`src/rtl/game_pkg.sv`:
```
// Shared game definitions: FSM state encoding, scoring/lives constants
// and the saturating score adder.
package game_pkg;

    typedef enum logic [1:0] {
        PLAY      = 2'd0,
        INVULN    = 2'd1,
        GAME_OVER = 2'd2
    } game_state_t;

    localparam int LIVES_INIT    = 3;
    localparam int INVULN_FRAMES = 30;
    localparam int SCORE_ENEMY   = 10;
    localparam int SCORE_HD      = 25;
    localparam int SCORE_MAX     = 999;

    localparam int SCORE_W = 10;
    localparam int LIVES_W = 2;
    localparam int CNT_W   = 5;

    // One extra bit of headroom covers SCORE_MAX plus both increments.
    function automatic logic [SCORE_W-1:0] score_add(
        input logic [SCORE_W-1:0] score,
        input logic               enemy,
        input logic               hd
    );
        logic [SCORE_W:0] sum;
        sum = {1'b0, score}
            + (enemy ? (SCORE_W+1)'(SCORE_ENEMY) : '0)
            + (hd    ? (SCORE_W+1)'(SCORE_HD)    : '0);
        return (sum > (SCORE_W+1)'(SCORE_MAX)) ? SCORE_W'(SCORE_MAX) : sum[SCORE_W-1:0];
    endfunction

endpackage

```
`src/rtl/frame_once_pulse.sv`:
```
// Per-frame first-sighting detector: each bit pulses for one cycle, one
// cycle after its level is first seen high within the current frame.
module frame_once_pulse #(
    parameter int WIDTH = 1
) (
    input  logic             clk,
    input  logic             reset,
    input  logic             clear,
    input  logic             startOfFrame,
    input  logic [WIDTH-1:0] level,
    output logic [WIDTH-1:0] pulse
);

    logic [WIDTH-1:0] seen;
    logic [WIDTH-1:0] seen_live;
    logic [WIDTH-1:0] first;

    // A level coinciding with startOfFrame belongs to the new frame, so the
    // frame boundary bypasses the stored flags instead of waiting a cycle.
    always_comb begin
        seen_live = startOfFrame ? '0 : seen;
        first     = level & ~seen_live;
    end

    // NOTE: registers use non-blocking assignments so every flop samples
    // pre-edge values regardless of statement order.
    always_ff @(posedge clk) begin
        if (reset || clear) begin
            seen  <= '0;
            pulse <= '0;
        end else begin
            seen  <= seen_live | level;
            pulse <= first;
        end
    end

endmodule

```
`src/rtl/collision_event_manager.sv`:
```
// Turns per-pixel collision levels into once-per-frame event pulses and
// runs the score / lives / invulnerability game FSM.
module collision_event_manager
    import game_pkg::*;
(
    input  logic               clk,
    input  logic               reset,
    input  logic               startOfFrame,
    input  logic               newGame,
    input  logic [2:0]         ShotBoxCollision,
    input  logic [2:0]         ShotEnemyCollision,
    input  logic               ShotHeadsDownCollision,
    input  logic               TowerEnemyHUCollision,
    input  logic               towerPlayerCollision,
    output logic [2:0]         shotKill,
    output logic               enemyHit,
    output logic               headsDownHit,
    output logic               playerBlocked,
    output logic               lifeLost,
    output logic [SCORE_W-1:0] score,
    output logic [LIVES_W-1:0] lives,
    output logic [1:0]         gameState
);

    game_state_t        state, state_next;
    logic [LIVES_W-1:0] lives_next;
    logic [SCORE_W-1:0] score_next;
    logic [CNT_W-1:0]   cnt, cnt_next;

    logic [2:0] shot_pulse;
    logic [3:0] evt_level, evt_pulse;
    logic       active;

    frame_once_pulse #(.WIDTH(3)) u_shot (
        .clk          (clk),
        .reset        (reset),
        .clear        (newGame),
        .startOfFrame (startOfFrame),
        .level        (ShotBoxCollision | ShotEnemyCollision),
        .pulse        (shot_pulse)
    );

    assign evt_level = {towerPlayerCollision, TowerEnemyHUCollision,
                        ShotHeadsDownCollision, |ShotEnemyCollision};

    frame_once_pulse #(.WIDTH(4)) u_event (
        .clk          (clk),
        .reset        (reset),
        .clear        (newGame),
        .startOfFrame (startOfFrame),
        .level        (evt_level),
        .pulse        (evt_pulse)
    );

    // Pulses are masked at the output so nothing escapes once the game ends.
    assign active        = (state != GAME_OVER);
    assign shotKill      = active ? shot_pulse : 3'b000;
    assign enemyHit      = active & evt_pulse[0];
    assign headsDownHit  = active & evt_pulse[1];
    assign playerBlocked = active & evt_pulse[3];
    assign lifeLost      = (state == PLAY) & evt_pulse[2] & (lives != '0);
    assign gameState     = state;

    always_ff @(posedge clk) begin
        if (reset) begin
            state <= PLAY;
            lives <= LIVES_W'(LIVES_INIT);
            score <= '0;
            cnt   <= '0;
        end else begin
            state <= state_next;
            lives <= lives_next;
            score <= score_next;
            cnt   <= cnt_next;
        end
    end

    // NOTE: every variable gets a default first so no path infers a latch.
    always_comb begin
        state_next = state;
        lives_next = lives;
        score_next = score;
        cnt_next   = cnt;
        if (newGame) begin
            state_next = PLAY;
            lives_next = LIVES_W'(LIVES_INIT);
            score_next = '0;
            cnt_next   = '0;
        end else begin
            score_next = score_add(score, enemyHit, headsDownHit);
            case (state)
                PLAY: begin
                    if (lifeLost) begin
                        lives_next = lives - 1'b1;
                        if (lives == LIVES_W'(1)) begin
                            state_next = GAME_OVER;
                        end else begin
                            state_next = INVULN;
                            cnt_next   = CNT_W'(INVULN_FRAMES);
                        end
                    end
                end
                INVULN: begin
                    if (startOfFrame) begin
                        if (cnt <= CNT_W'(1)) begin
                            state_next = PLAY;
                            cnt_next   = '0;
                        end else begin
                            cnt_next = cnt - 1'b1;
                        end
                    end
                end
                GAME_OVER: ;
                default: state_next = PLAY;
            endcase
        end
    end

endmodule

```
`config.mk`:
```
export PLATFORM = sky130hd
export DESIGN_NAME = collision_event_manager
export DESIGN_NICKNAME = d
export VERILOG_FILES = /design/src/rtl/game_pkg.sv /design/src/rtl/frame_once_pulse.sv /design/src/rtl/collision_event_manager.sv
export SDC_FILE = /design/constraint.sdc
export NUM_CORES = 1
export LEC_CHECK = 0
export ABC_AREA = 1
export CAP_MARGIN = 20
export CORE_ASPECT_RATIO = 2
export CORE_UTILIZATION = 30
export DETAILED_ROUTE_END_ITERATION = 16
export HOLD_SLACK_MARGIN = 0.15
export PLACE_DENSITY_LB_ADDON = 0.05
export SETUP_SLACK_MARGIN = 0.15
export SLEW_MARGIN = 20
export SYNTH_ARGS = -nofsm -noshare
export SYNTH_HDL_FRONTEND = slang
export SYNTH_HIERARCHICAL = 1
export SYNTH_SLANG_ARGS = --single-unit
```
`constraint.sdc`:
```
create_clock -name clk -period 6.18 [get_ports clk]
set_clock_uncertainty 0.15 [all_clocks]
set_input_delay 0.927 -clock clk [delete_from_list [all_inputs] [get_ports clk]]
set_output_delay 0.927 -clock clk [all_outputs]
set_load 0.005 [all_outputs]
```
==> results_dict.tcl, run 1 <==
set metrics [dict create \
    die_w_um 58.0 \
    synthesis.area_um2 1880 \
    highest_layer "met4" \
    synth_seq_area_share_pct 35.1 \
    path_max_fanout 6 \
    ys.flop_type "dfxtp_1" \
    core_region_area_um2 6010 \
    layout.area.seq_um2 661 \
    finalCriticalPeriod_ns 3.04 \
    clk_latency_ns 0.28 \
    clockBufferDepth 2 \
    grt_pass1_vias 1685 \
    timing.final.hold_violations 0 \
    num_io_pins 34 \
    wl_met3_um 96 \
    max_slew.worst_pin.slew_ns 0.788 \
    ys_warn_count 6 \
    dpl-instance-area_um2 2280 \
    crit_start "gameState[1]" \
    worst_r2r_endpoint "score[7]" \
    hpwlAfterDp_mm 3.53 \
    dieHeight_um 114 \
    synth-edff-count 0 \
    fillers 678 \
    fin_setup_tns_ns 0 \
    timing.fmax_mhz 329 \
    synth_top_family_by_area "simple AND/OR/NAND/NOR gates" \
    cts_sinks 33 \
    final_layout_size_suffix_gt1_share_pct 16.0 \
    met1_length_mm 1.42 \
    ys_ff_latch 33 \
    cts_buffers 5 \
    syn_inst 268 \
    wirelength_mm 4.20 \
    cts_tree "built" \
    start_kind "flip-flop" \
    initialDrtViolationCount 22 \
    synth_cell_types 29 \
    drt_pre_antenna_iters 4 \
    final_nets 331 \
    fin_cells 370 \
    rsz0062_at_grt "false" \
    end_kind "flip-flop" \
    final_common_cell "nand2_1" \
    maxCapViolations 0 \
    crit_type "reg -> reg" \
    syn2layout_area_growth_pct 28.3 \
    arrival_ns 3.12 \
    ctsHoldBuffers 0 \
    setup_ws_ns 3.14 \
    vias 1675 \
    htree_num_levels 2 \
    final_cell_mix "nand2_1, inv_1, nor2_1, dfxtp_1, clkdlybuf4s50_1" \
    postCtsSetupRepairBufs 0 \
    r2r_slack_ns 3.14 \
    portBuffers 33 \
    multi_input_area_um2 996 \
    relSlewSlack_pct 47.3 \
    status "completed" \
    drtAntennaViolNets 0 \
    wl_met2_mm 2.55 \
    cts-root-buf "clkbuf_16" \
    final_area_um2 2410 \
    synthSimpleGateAreaFrac_pct 36.8 \
    synth-xor-area-share_pct 0.931 \
    rr_startpoint "gameState[1]" \
    grt_overflow 0 \
    synth_fp_nets 293 \
    rows 40 \
    clkTransAtPathRegs_ns 0.05 \
    irDropWorstVdd_v 0.000160 \
    die-area_um2 6610 \
    muxShareOfSynthArea_pct 0 \
    grt.total_usage_pct 14.6 \
    grt_antenna_before_repair 0 \
    drc 0 \
    synth_compound_area_share_pct 6.85 \
    cp_data_required_time_ns 6.25 \
    diodes 0 \
    routabilityCongestion 0.746 \
    async_flop_share_pct 0 \
    power_density_nw_per_um2 212 \
    endpoint "score[7]" \
    setup_viol 0 \
    leakagePower_nw 1.17 \
    wire_per_inst_um 11.4 \
    dp_cells 362 \
    grt_max_degree 13 \
    dp_worst_setup_slack_ns 3.09 \
    post_cts_resized 0 \
    reg2reg_depth 21 \
    p_total_uw 512 \
    hold_class "reg -> reg" \
    slew_violations 0 \
    min_period_over_period_pct 49.3 \
    viasPerCell 4.53 \
    grt_pass1_wl_mm 7.11 \
    start_util_pct 31.3 \
    syn_avg_cell_area_um2 7.02 \
    synthAdderAreaFrac_pct 8.38 \
]
final cells by class:
type                       count  area share (%)
multi-input combinational    177            41.2
sequential                    33            27.4
timing repair buffer          33            13.7
inverter                      56            8.70
clock buffer                   6            5.34
tap                           63            3.26
clock inverter                 2           0.415
worst max-delay path, stage by stage, from the launching register on:
cell      delay, ns
dfxtp_1        0.40
inv_2          0.05
nor2_1         0.31
inv_1          0.10
nand2_1        0.10
inv_1          0.11
nor2_1         0.12
a21oi_1        0.05
ha_1           0.17
o21bai_1       0.16
ha_1           0.33
nand2_2        0.12
inv_2          0.05
nand2_2        0.08
nand2_1        0.06
nor2_2         0.11
nand3_2        0.11
nor2_4         0.13
nand2_4        0.07
nand3_1        0.07
nand2_1        0.05
inv_1          0.08
cell families after synthesis:
| kind of cell | count (synthesis) |
|---|---|
| fa+ha+maj | 12 |
| simple gates | 142 |
| buf+inv | 58 |
| flops | 33 |
| compound gates | 21 |
| xor+xnor | 2 |
where the power goes:
part | switching (mW) | leakage (nW) | total (mW) | internal (mW)
Clock | 0.0868 | 0.0706 | 0.234 | 0.148
Combinational | 0.0289 | 0.825 | 0.0545 | 0.0256
Sequential | 0.00290 | 0.269 | 0.223 | 0.220
Total | 0.119 | 1.17 | 0.512 | 0.393
cell usage after synthesis, drive strengths merged (2+ instances only):
cell	instances	share of area, %
inv	56	11
buf	2	0.80
o211ai	2	0.80
xor2	2	0.93
nand2	71	16
o21ai	6	1.8
nor2	43	11
a21oi	8	2.1
ha	11	7.3
or2	5	1.7
a221oi	3	1.4
nand3	19	6.1
dfxtp	33	35
through the flow:
step | hold slack, ns | util (%)
2_1_floorplan | 0.312 | -
3_3_place_gp | 0.331 | 37.9
3_5_place_dp | 0.329 | 37.9
4_1_cts | 0.344 | 40.2
5_1_grt | 0.378 | 40.2
6_report | 0.338 | 40.2
worst min path at each step:
| stage | start | to | slack [ns] | cells past startpoint |
|---|---|---|---|---|
| finish | u_event/seen[0] | u_event/pulse[0] | 0.34 | 3 |
| global placement | u_event/seen[0] | u_event/pulse[0] | 0.33 | 3 |
| CTS | u_event/seen[0] | u_event/pulse[0] | 0.34 | 3 |
| floorplan | u_event/seen[0] | u_event/pulse[0] | 0.31 | 3 |
| detailed placement | u_event/seen[0] | u_event/pulse[0] | 0.33 | 3 |
| global route | u_shot/seen[1] | u_shot/pulse[1] | 0.38 | 3 |
routing by layer:
metal | GRT usage, % | vias to the layer above
li1 | - | 891
met1 | 11.6 | 749
met2 | 29.7 | 27
met3 | 3.51 | 8
met4 | 8.10 | 0
met5 | 0 | -
state kept, by name (all words and copies together), names as in the netlist:
register and cells:
u_shot/pulse 3, cnt 5, u_shot/seen 3, score 10
lives 2, gameState 2, u_event/pulse 4, u_event/seen 4
Power figures use the tool's default switching activity.
==> run 2, diff against run 1 <==
clock period = 2.9 ns   (was 6.18 ns; I/O delays follow)
==> results_dict.tcl, run 2 (synthesis results as in run 1) <==
set metrics [dict create \
    timing.fmax_mhz 387 \
    top_register "score" \
    status "completed" \
    drtAntennaViolNets 0 \
    clk_latency_ns 0.28 \
    arrival_ns 2.66 \
    wire_per_inst_um 11.7 \
    relSlewSlack_pct 71.4 \
    power_density_nw_per_um2 435 \
    grt_antenna_before_repair 0 \
    die-area_um2 6610 \
    rsz0062_at_grt "false" \
    crit_start "gameState[1]" \
    rows 40 \
    grt_pass1_vias 1718 \
    core_region_area_um2 6010 \
    dieHeight_um 114 \
    reg2reg_depth 21 \
    start_kind "flip-flop" \
    final_common_cell "nand2_1" \
    reg_top3 "score: 10 flops, cnt: 5 flops" \
    r2r_slack_ns 0.31 \
    slew_violations 0 \
    max_slew.worst_pin.slew_ns 0.426 \
    drc 0 \
    irDropWorstVdd_v 0.000317 \
    p_total_mw 1.10 \
    hold_class "reg -> reg" \
    wirelength_mm 4.40 \
    fillers 634 \
    syn2layout_area_growth_pct 34.6 \
    min_period_over_period_pct 89.2 \
    start_util_pct 31.3 \
    setup_viol 0 \
    hpwlAfterDp_mm 3.59 \
    final_nets 337 \
    whs_path_depth 3 \
    cts_buffers 5 \
    grt_pass1_wl_mm 7.54 \
    drt_pre_antenna_iters 4 \
    final_cell_mix "nand2_1, inv_1, clkdlybuf4s50_1, nor2_1, dfxtp_1" \
    routabilityCongestion 0.772 \
    min_from "u_event/seen[3]" \
    viasPerCell 4.56 \
    cp_data_required_time_ns 2.98 \
    crit_type "reg -> reg" \
    clockBufferDepth 2 \
    cts-root-buf "clkbuf_16" \
    grt_max_degree 11 \
    portBuffers 33 \
    vias 1716 \
    fin_setup_tns_ns 0 \
    rr_startpoint "gameState[1]" \
    cts_sinks 33 \
    clkTransAtPathRegs_ns 0.05 \
    initialDrtViolationCount 49 \
    maxCapViolations 0 \
    final_layout_size_suffix_gt1_share_pct 22.4 \
    htree_num_levels 2 \
    diodes 0 \
    holdPathEnd "u_event/pulse[3]" \
    finalCriticalPeriod_ns 2.59 \
    worst_r2r_endpoint "score[5]" \
    num_io_pins 34 \
    die_w_um 58.0 \
    largest_register_ffs 10 \
    leakagePower_nw 1.24 \
    timing.final.hold_violations 0 \
    grt.total_usage_pct 15.4 \
    grt_overflow 0 \
    path_max_fanout 6 \
    cts_tree "built" \
    end_kind "flip-flop" \
]
-- run 2: cell types whose count changed in the layout (fill, tap and decap cells not counted), moves of 3 or more --
| cell | before | now |
|---|---|---|
| nand3_2 | 4 | 8 |
| nand2_1 | 56 | 53 |
| inv_1 | 49 | 46 |
| nand3_1 | 15 | 11 |
| nand2_4 | 1 | 5 |
| buf_4 | 0 | 6 |
-- run 2: through the flow --
stage	hold slack, ns	area [um2]	std cells	setup WS (ns)	utilization [%]
after global routing	0.387	2530	376	0.153	42.2
after detailed placement	0.333	2310	366	0.114	38.4
after global placement	0.329	2310	366	0.130	38.4
after CTS	0.346	2450	374	0.151	40.8
after floorplan	0.312	1880	268	0.219	-
final	0.343	2530	376	0.313	42.2
-- run 2: worst max-delay path by stage --
stage,end,depth (start not counted),slack [ns]
2_1_floorplan,score[3],20,0.22
3_3_place_gp,score[1],19,0.13
3_5_place_dp,score[5],21,0.11
4_1_cts,score[5],21,0.15
5_1_grt,score[5],22,0.15
6_report,score[5],21,0.31
-- run 2: area by class of cell --
| cell class | count | area, um2 | area share [%] |
|---|---|---|---|
| Timing Repair Buffer | 39 | 375 | 14.8 |
| Clock buffer | 6 | 129 | 5.09 |
| Clock inverter | 2 | 10.0 | 0.395 |
| Sequential cell | 33 | 666 | 26.3 |
| Multi-Input combinational cell | 177 | 1060 | 41.9 |
| Tap cell | 63 | 78.8 | 3.11 |
| Inverter | 56 | 213 | 8.40 |
-- run 2: worst max-delay path, stage by stage, from the launching register on --
cell and delay (ns):
dfxtp_4 0.34, inv_2 0.04, nor2_4 0.09, inv_2 0.07, nand2_4 0.07, inv_4 0.05
nor2_2 0.09, a21oi_1 0.04, ha_1 0.17, o21bai_1 0.15, ha_1 0.35, nand2_2 0.11
inv_2 0.06, nand2_4 0.08, nand2_1 0.06, nor2_2 0.14, nand3_2 0.11, nor2_4 0.11
nand2_4 0.09, nand3_1 0.08, nand2_1 0.06, inv_1 0.04
-- run 2: what timing repair did --
item	CTS	global route
endpoints found under the setup margin	7	10
hold buffers	0	0
gates resized for setup	2	21
pin swaps	0	8
buffers inserted	0	2
-- run 2: where the power goes --
part | internal [mW] | switching [mW] | total (mW)
clock network | 0.315 | 0.188 | 0.503
logic | 0.0587 | 0.0627 | 0.121
registers | 0.468 | 0.00729 | 0.476
-- run 2: routing by layer --
metal / global-route usage [%] / part of all wire [%]
met4: 9.37 / 3.5
met3: 3.51 / 3.0
met1: 12.7 / 33
met5: 0 / 0
met2: 30.7 / 60
